==> src/rtl/rr_priority_encoder.sv <==
// rr_priority_encoder: registered N-way priority encoder with fixed or round-robin priority and a valid/ready output
//   clk        rising-edge clock
//   rst_n      synchronous active-low reset
//   req_in     level-sensitive request vector, bit i = channel i
//   mode       0 = fixed priority (bit 0 highest), 1 = round-robin starting at ptr
//   out_ready  consumer accepts the current winner
//   out_valid  code_out/grant_out hold a valid winner
//   code_out   binary index of the winner (holds its last value when idle)
//   grant_out  one-hot winner, zero when out_valid=0
//   grant_cnt  saturating handshake counter, present only with RR_PRIORITY_ENCODER_GRANT_CNT_EN
module rr_priority_encoder #(
  parameter int N     = 8,
  parameter int IDX_W = 3
) (
  input  logic             clk,
  input  logic             rst_n,
  input  logic [N-1:0]     req_in,
  input  logic             mode,
  input  logic             out_ready,
  output logic             out_valid,
  output logic [IDX_W-1:0] code_out,
  output logic [N-1:0]     grant_out
`ifdef RR_PRIORITY_ENCODER_GRANT_CNT_EN
  ,
  output logic [15:0]      grant_cnt
`endif
);
  typedef enum logic {IDLE, HOLD} state_t;
  state_t state;
  logic [IDX_W-1:0] ptr, next_ptr, base, win;
  logic [IDX_W:0] sum;
  logic [2*N-1:0] dbl;
  logic found, handshake;
  always_comb begin
    handshake = (state == HOLD) && out_ready;
    next_ptr = (handshake && mode) ? ((code_out == IDX_W'(N - 1)) ? '0 : code_out + 1'b1) : ptr;
    base = mode ? next_ptr : '0;
    // rotate so the scan start lands at bit 0; the lowest set bit of the rotated vector wins
    dbl = {req_in, req_in} >> base;
    found = |req_in;
    win = '0;
    sum = '0;
    for (int k = N - 1; k >= 0; k--) begin
      if (dbl[k]) begin
        sum = {1'b0, base} + (IDX_W + 1)'(k);
        win = (sum >= (IDX_W + 1)'(N)) ? IDX_W'(sum - (IDX_W + 1)'(N)) : sum[IDX_W-1:0];
      end
    end
  end
  always_ff @(posedge clk) begin
    if (!rst_n) begin
      state <= IDLE;
      out_valid <= 1'b0;
      code_out <= '0;
      grant_out <= '0;
      ptr <= '0;
    end else if (state == IDLE || out_ready) begin
      ptr <= next_ptr;
      out_valid <= found;
      grant_out <= found ? N'(1) << win : '0;
      code_out <= found ? win : code_out;
      state <= found ? HOLD : IDLE;
    end
  end
`ifdef RR_PRIORITY_ENCODER_GRANT_CNT_EN
  always_ff @(posedge clk) begin
    if (!rst_n) grant_cnt <= '0;
    else if (out_valid && out_ready && grant_cnt != 16'hFFFF) grant_cnt <= grant_cnt + 16'd1;
  end
`endif
endmodule

==> config.mk <==
export PLATFORM = sky130hd
export DESIGN_NAME = rr_priority_encoder
export DESIGN_NICKNAME = d
export VERILOG_FILES = /design/src/rtl/rr_priority_encoder.sv
export SDC_FILE = /design/constraint.sdc
export NUM_CORES = 1
export LEC_CHECK = 0
export ABC_AREA = 0
export BUFFER_PORTS_ARGS = -buffer_cell sky130_fd_sc_hd__buf_2
export CAP_MARGIN = 20
export CORE_MARGIN = 2
export CORE_UTILIZATION = 55
export CTS_CLUSTER_DIAMETER = 30
export CTS_CLUSTER_SIZE = 28
export DETAILED_ROUTE_END_ITERATION = 16
export PLACE_DENSITY = 0.83
export SYNTH_ARGS = -nofsm -noshare
export SYNTH_HDL_FRONTEND = slang
export SYNTH_SLANG_ARGS = --single-unit
==> constraint.sdc <==
create_clock -name clk -period 6.1 [get_ports clk]
set_clock_uncertainty 0.1 [all_clocks]
set_input_delay 1.22 -clock clk [delete_from_list [all_inputs] [get_ports clk]]
set_output_delay 1.22 -clock clk [all_outputs]
set_load 0.005 [all_outputs]
# Word level (Yosys, flattened, before mapping)
# Index checks and enable logic that the tools add are counted.
# word_totals
elab_cells,59
reg_bits,16
inputBits,12
# classes
n_lt_le_gt_ge,8
n_mux,21
n_reduce_logical,5
n_addsub,16
bitwise,1
n_eq_ne,1
shift,2
# ops
operator,count
3-bit 2-to-1 mux,19
"4-bit >= comparator, second input constant",7
"3-bit by 1-bit subtractor with 3-bit output, second input constant",8
"3-bit by 3-bit adder with 4-bit output, second input constant",4
16-bit by 3-bit right shift with 8-bit output,1
"3-bit by 2-bit adder with 4-bit output, second input constant",2
8-bit 2-to-1 mux,1
8-bit OR reduction,1
"1-bit by 3-bit left shift with 8-bit output, first input constant",1
"3-bit by 1-bit adder with 4-bit output, second input constant",1
"3-bit by 4-bit >= comparator with 1-bit output, second input constant",1
"3-bit by 1-bit adder with 3-bit output, second input constant",1
"3-bit equality test, second input constant",1
1-bit logical AND,2
2-bit AND reduction,1
1-bit logical OR,1
1-bit 2-to-1 mux,1
1-bit NOT,1

# Depth between registers and ports, before layout
# logic_depth
ltp_word,17
depth_mapped,15

# Least setup slack after synthesis
# No wires, ideal clock.
# synth_timing
kind,input -> register
from,input out_ready
to,register grant_out[1]
path_slack_ns,2.572
arrival_time_ns,3.311
n_path_buf,0
required_time_ns,5.883
path_stages,10
cell_sequence,a21bo_2 > a21bo_4 > inv_4 > mux4_2 > clkinv_1 > o211ai_1 > a32o_1 > a311oi_2 > nand2_1 > a32o_1
# synth_between
elab_chain_cells,17
elab_cells_between_ends,47
# synth_rtl
element,line_no,rtl
"start, declared",19,"input logic out_ready,"
1-bit logical AND,35,handshake = (state == HOLD) && out_ready;
1-bit logical AND,36,next_ptr = (handshake && mode) ? ((code_out == IDX_W'(N - 1)) ? '0 : code_out + 1'b1) : ptr;
3-bit 2-to-1 mux,36,
3-bit 2-to-1 mux,37,base = mode ? next_ptr : '0;
3-bit by 3-bit adder with 4-bit output,45,"sum = {1'b0, base} + (IDX_W + 1)'(k);"
4-bit >= comparator / 3-bit by 1-bit subtractor with 3-bit output (equally long branches),46,win = (sum >= (IDX_W + 1)'(N)) ? IDX_W'(sum - (IDX_W + 1)'(N)) : sum[IDX_W-1:0];
3-bit 2-to-1 mux,46,
3-bit 2-to-1 mux (8 in series),44,if (dbl[k]) begin
1-bit by 3-bit left shift with 8-bit output,60,grant_out <= found ? N'(1) << win : '0;
8-bit 2-to-1 mux,60,
"end signal, assigned",60,
"end, declared",22,output logic [N-1:0] grant_out
# Several ways; a longest one is shown, not always the timed one.
# A chain may end at the register's enable or synchronous reset.

# Worst setup path after layout
# layout_timing
from,input out_ready
to,register grant_out[2]
# The elaborated chain is that of the path after synthesis.

==> impl_results.md <==
- Setup ws final: 2.192 ns
- Gate power share: 46.8%
- Max-Cap Viols: 0
- Sequential-to-total area share from yosys stat: 17.18%
- Skew-Pair Late Insertion Delay: 0.28 ns
- Startpoint Class: primary input
- Io pins: 24
- Num Clock Sinks: 15
- Final min period: 3.908 ns
- Routed Antenna Nets: 0
- CP Max Fanout: 20
- Arrival @ worst endpoint: 3.99 ns
- PostCTS Resize Cnt: 0
- Fin Hold WS: 0.3736 ns
- Slew HR: 50.15%
- Slowest Stage Delay on Critical Path: 0.42 ns
- Layout cell share with drive strength beyond 1: 22.27%
- CTS tree: built
- Reg power frac: 35.4%
- Initial antenna violation count: 0
- Worst vdd ir: 146.0 uV
- Total GRT Usage: 27.40%
- Post-Syn Area: 1748 sq um
- CP bufs+invs: 3
- CP most frequent cell: a211oi_1
- GRT overflow: 0
- Max Freq: 0.2559 GHz
- Outcome: completed
- Drt drc: 0
- Count leader, synth: nand2_1
- Detailed Routing Iterations Pass 1: 5
- Distinct cells, synth: 62
- Number of global-route vias before repair: 1640
- Clock Power Share: 17.8%
- Die area: 3645 sq um
- Top FF cell, synth: dfxtp_1
- RSZ-0062 raised after global routing: false
- Place WS: 1.938 ns
- P_sw: 124.5 uW
- Hold buffer count at cts: 0
- Clock H-tree levels: 1
- Hold crit path type: flip-flop to flip-flop
- HPWL after DPL: 3.416 mm
- Number of setup buffers added after CTS: 0
- Syn nets: 232
- Wire length per cell: 16.97 um
- Setup TNS: 0 ns
- Starting density of the core: 57.73%
- Sw Share: 39.55%
- Most instantiated cells after synthesis: nand2_1 (21), mux2i_1 (16), nor2_1 (16)
- Power Density: 169.2 nW/um^2
- CTS Buf Count: 3
- Nets: 246
- Max Transition Viols Final: 0
- Die span in x: 60.38 um
- Async S/R FF share, synth: 0%
- Post-synthesis register bit count: 15
- Yosys top cell area share: 17.18%
- # diodes: 0
- Post-synth EDFFs: 0
- Clk pin slew, worst setup/hold paths: 0.09 ns
- Leak: 0.7540 nW
- Die height: 60.38 um
- Iter 0 DRT Violations: 141
- CTS root buffer: clkbuf_4
- I/O Buffers: 23
- Worst path slowest cell: a211oi_1
- Crit path max-delay family: compound AO/OA/AOI/OAI gates
- Yosys warning count: 0
- Final hold vios: 0
- Required @ worst endpoint: 6.18 ns
- Largest net degree at the start of global routing: 22
- Post-synthesis average cell area: 8.092 sq um
- Synthesis-to-layout area growth: 6.442%
- Critical path, cell by cell: buf_2 -> and2_1 -> o21ai_1 -> buf_4 -> inv_1 -> a211oi_1 -> a211oi_1 -> o21a_1 -> a211oi_2 -> o2111ai_1 -> a31o_1 -> a32o_1
- Worst setup EP type: flip-flop
- Vias per cell: 6.634
- Gp weighted congestion: 0.9008
- Worst Tran Pin Value: 0.7477 ns
- Top post-synthesis cells by area: dfxtp_1 (17%), mux2i_1 (9.2%), a32o_1 (5.2%)
- Vias: 1811
- Worst setup path class: primary input to flip-flop
- Clock Path Buffers: 2
- First-pass GRT wire length: 7.707 mm
- Setup violators final: 0
- Cells after Synth: 216
- Internal Power: 190.3 uW
- Rows: 20
- Core footprint: 3028 sq um
- Drt total wl: 4.632 mm
- Period utilisation layout: 64.07%
- Top cell type by total area after synthesis: dfxtp_1
-- worst paths after layout --
path / startpoint / end / slack, ns / cells after the start
hold reg to reg: grant_out[7]$_SDFFE_PN0N_ / grant_out[7]$_SDFFE_PN0N_ / 0.37 / 1
hold / removal: grant_out[7]$_SDFFE_PN0N_ / grant_out[7]$_SDFFE_PN0N_ / 0.37 / 1
setup reg to reg: code_out[0]$_SDFFE_PN0P_ / grant_out[1]$_SDFFE_PN0N_ / 2.45 / 12
setup / recovery: out_ready / grant_out[2]$_SDFFE_PN0N_ / 2.19 / 12
-- state kept, by name, summed over array words and instances (netlist names) --
register,count
grant_out,8
code_out,3
ptr,3
out_valid,1
-- logic make-up (layout without fill, tap and decap cells) --
logic type	count (synthesis)	count (layout)	synth area share, %
DFF	15	15	17.18
adders and majority gates	4	4	2.863
muxes	25	25	17.18
and+or+nand+nor	75	75	22.26
AOI/OAI and AO/OA	72	72	32.07
xor gates and xnor gates	3	3	1.503
buffers and inverters	22	35	6.943
-- final cells by class --
class                      instances  area (sq um)
inverter                           7         28.78
clock inverter                     1         5.005
clock buffer                       3         22.52
timing repair buffer              24         122.6
multi-input combinational        179          1326
sequential                        15         300.3
tap                               44         55.05
fill                             291          1167
-- stage by stage --
stage	power, mW	std cells	utilization (%)	area (sq um)
after global placement	0.2558	269	60.54	1833
after global routing	0.3327	273	61.45	1861
after CTS	0.3144	273	61.45	1861
after detailed placement	0.2575	269	60.54	1833
after floorplan	0.2242	216	-	1748
final	0.3148	273	61.45	1861
-- layer usage --
layer	track usage (%)	routed length, um	part of all wire (%)	vias up
met5	0	0	0	-
met4	9.206	96	2.1	0
met3	2.132	340	7.3	15
met2	44.57	2180	47	90
met1	38.50	2014	43	839
li1	-	-	-	867
-- power groups by stage --
| stage | clock, mW | combinational [mW] | sequential [mW] |
|---|---|---|---|
| 4_1_cts | 0.0583 | 0.145 | 0.111 |
| 5_1_grt | 0.0598 | 0.161 | 0.112 |
| 6_report | 0.0559 | 0.147 | 0.111 |
| 3_3_place_gp | 0 | 0.143 | 0.113 |
| 2_1_floorplan | 0 | 0.111 | 0.113 |
| 3_5_place_dp | 0 | 0.144 | 0.114 |
-- cell usage in the layout (no fill, tap or decap), types with 2 or more instances in the layout --
cell type  instances
a32o_1             9
buf_2             23
nand2b_1           3
o22ai_1            7
a31oi_1            4
inv_1              5
a21oi_1            9
o21a_1             3
mux2_2             4
a211oi_1           4
nor3_1             5
nand4_1            4
mux2i_1           16
o21ai_0            3
mux2i_2            2
nor4_1             2
clkbuf_4           3
nor2_1            16
o211ai_1           3
o311ai_1           2
ha_1               4
nand3_1            9
mux4_2             3
o21ai_1            4
a22oi_1            7
dfxtp_1           15
a21oi_2            2
nor2b_1            2
xor2_1             2
and2_1             3
nand2_1           21
a311oi_2           2
No activity file was read; power rests on OpenSTA's default activity.
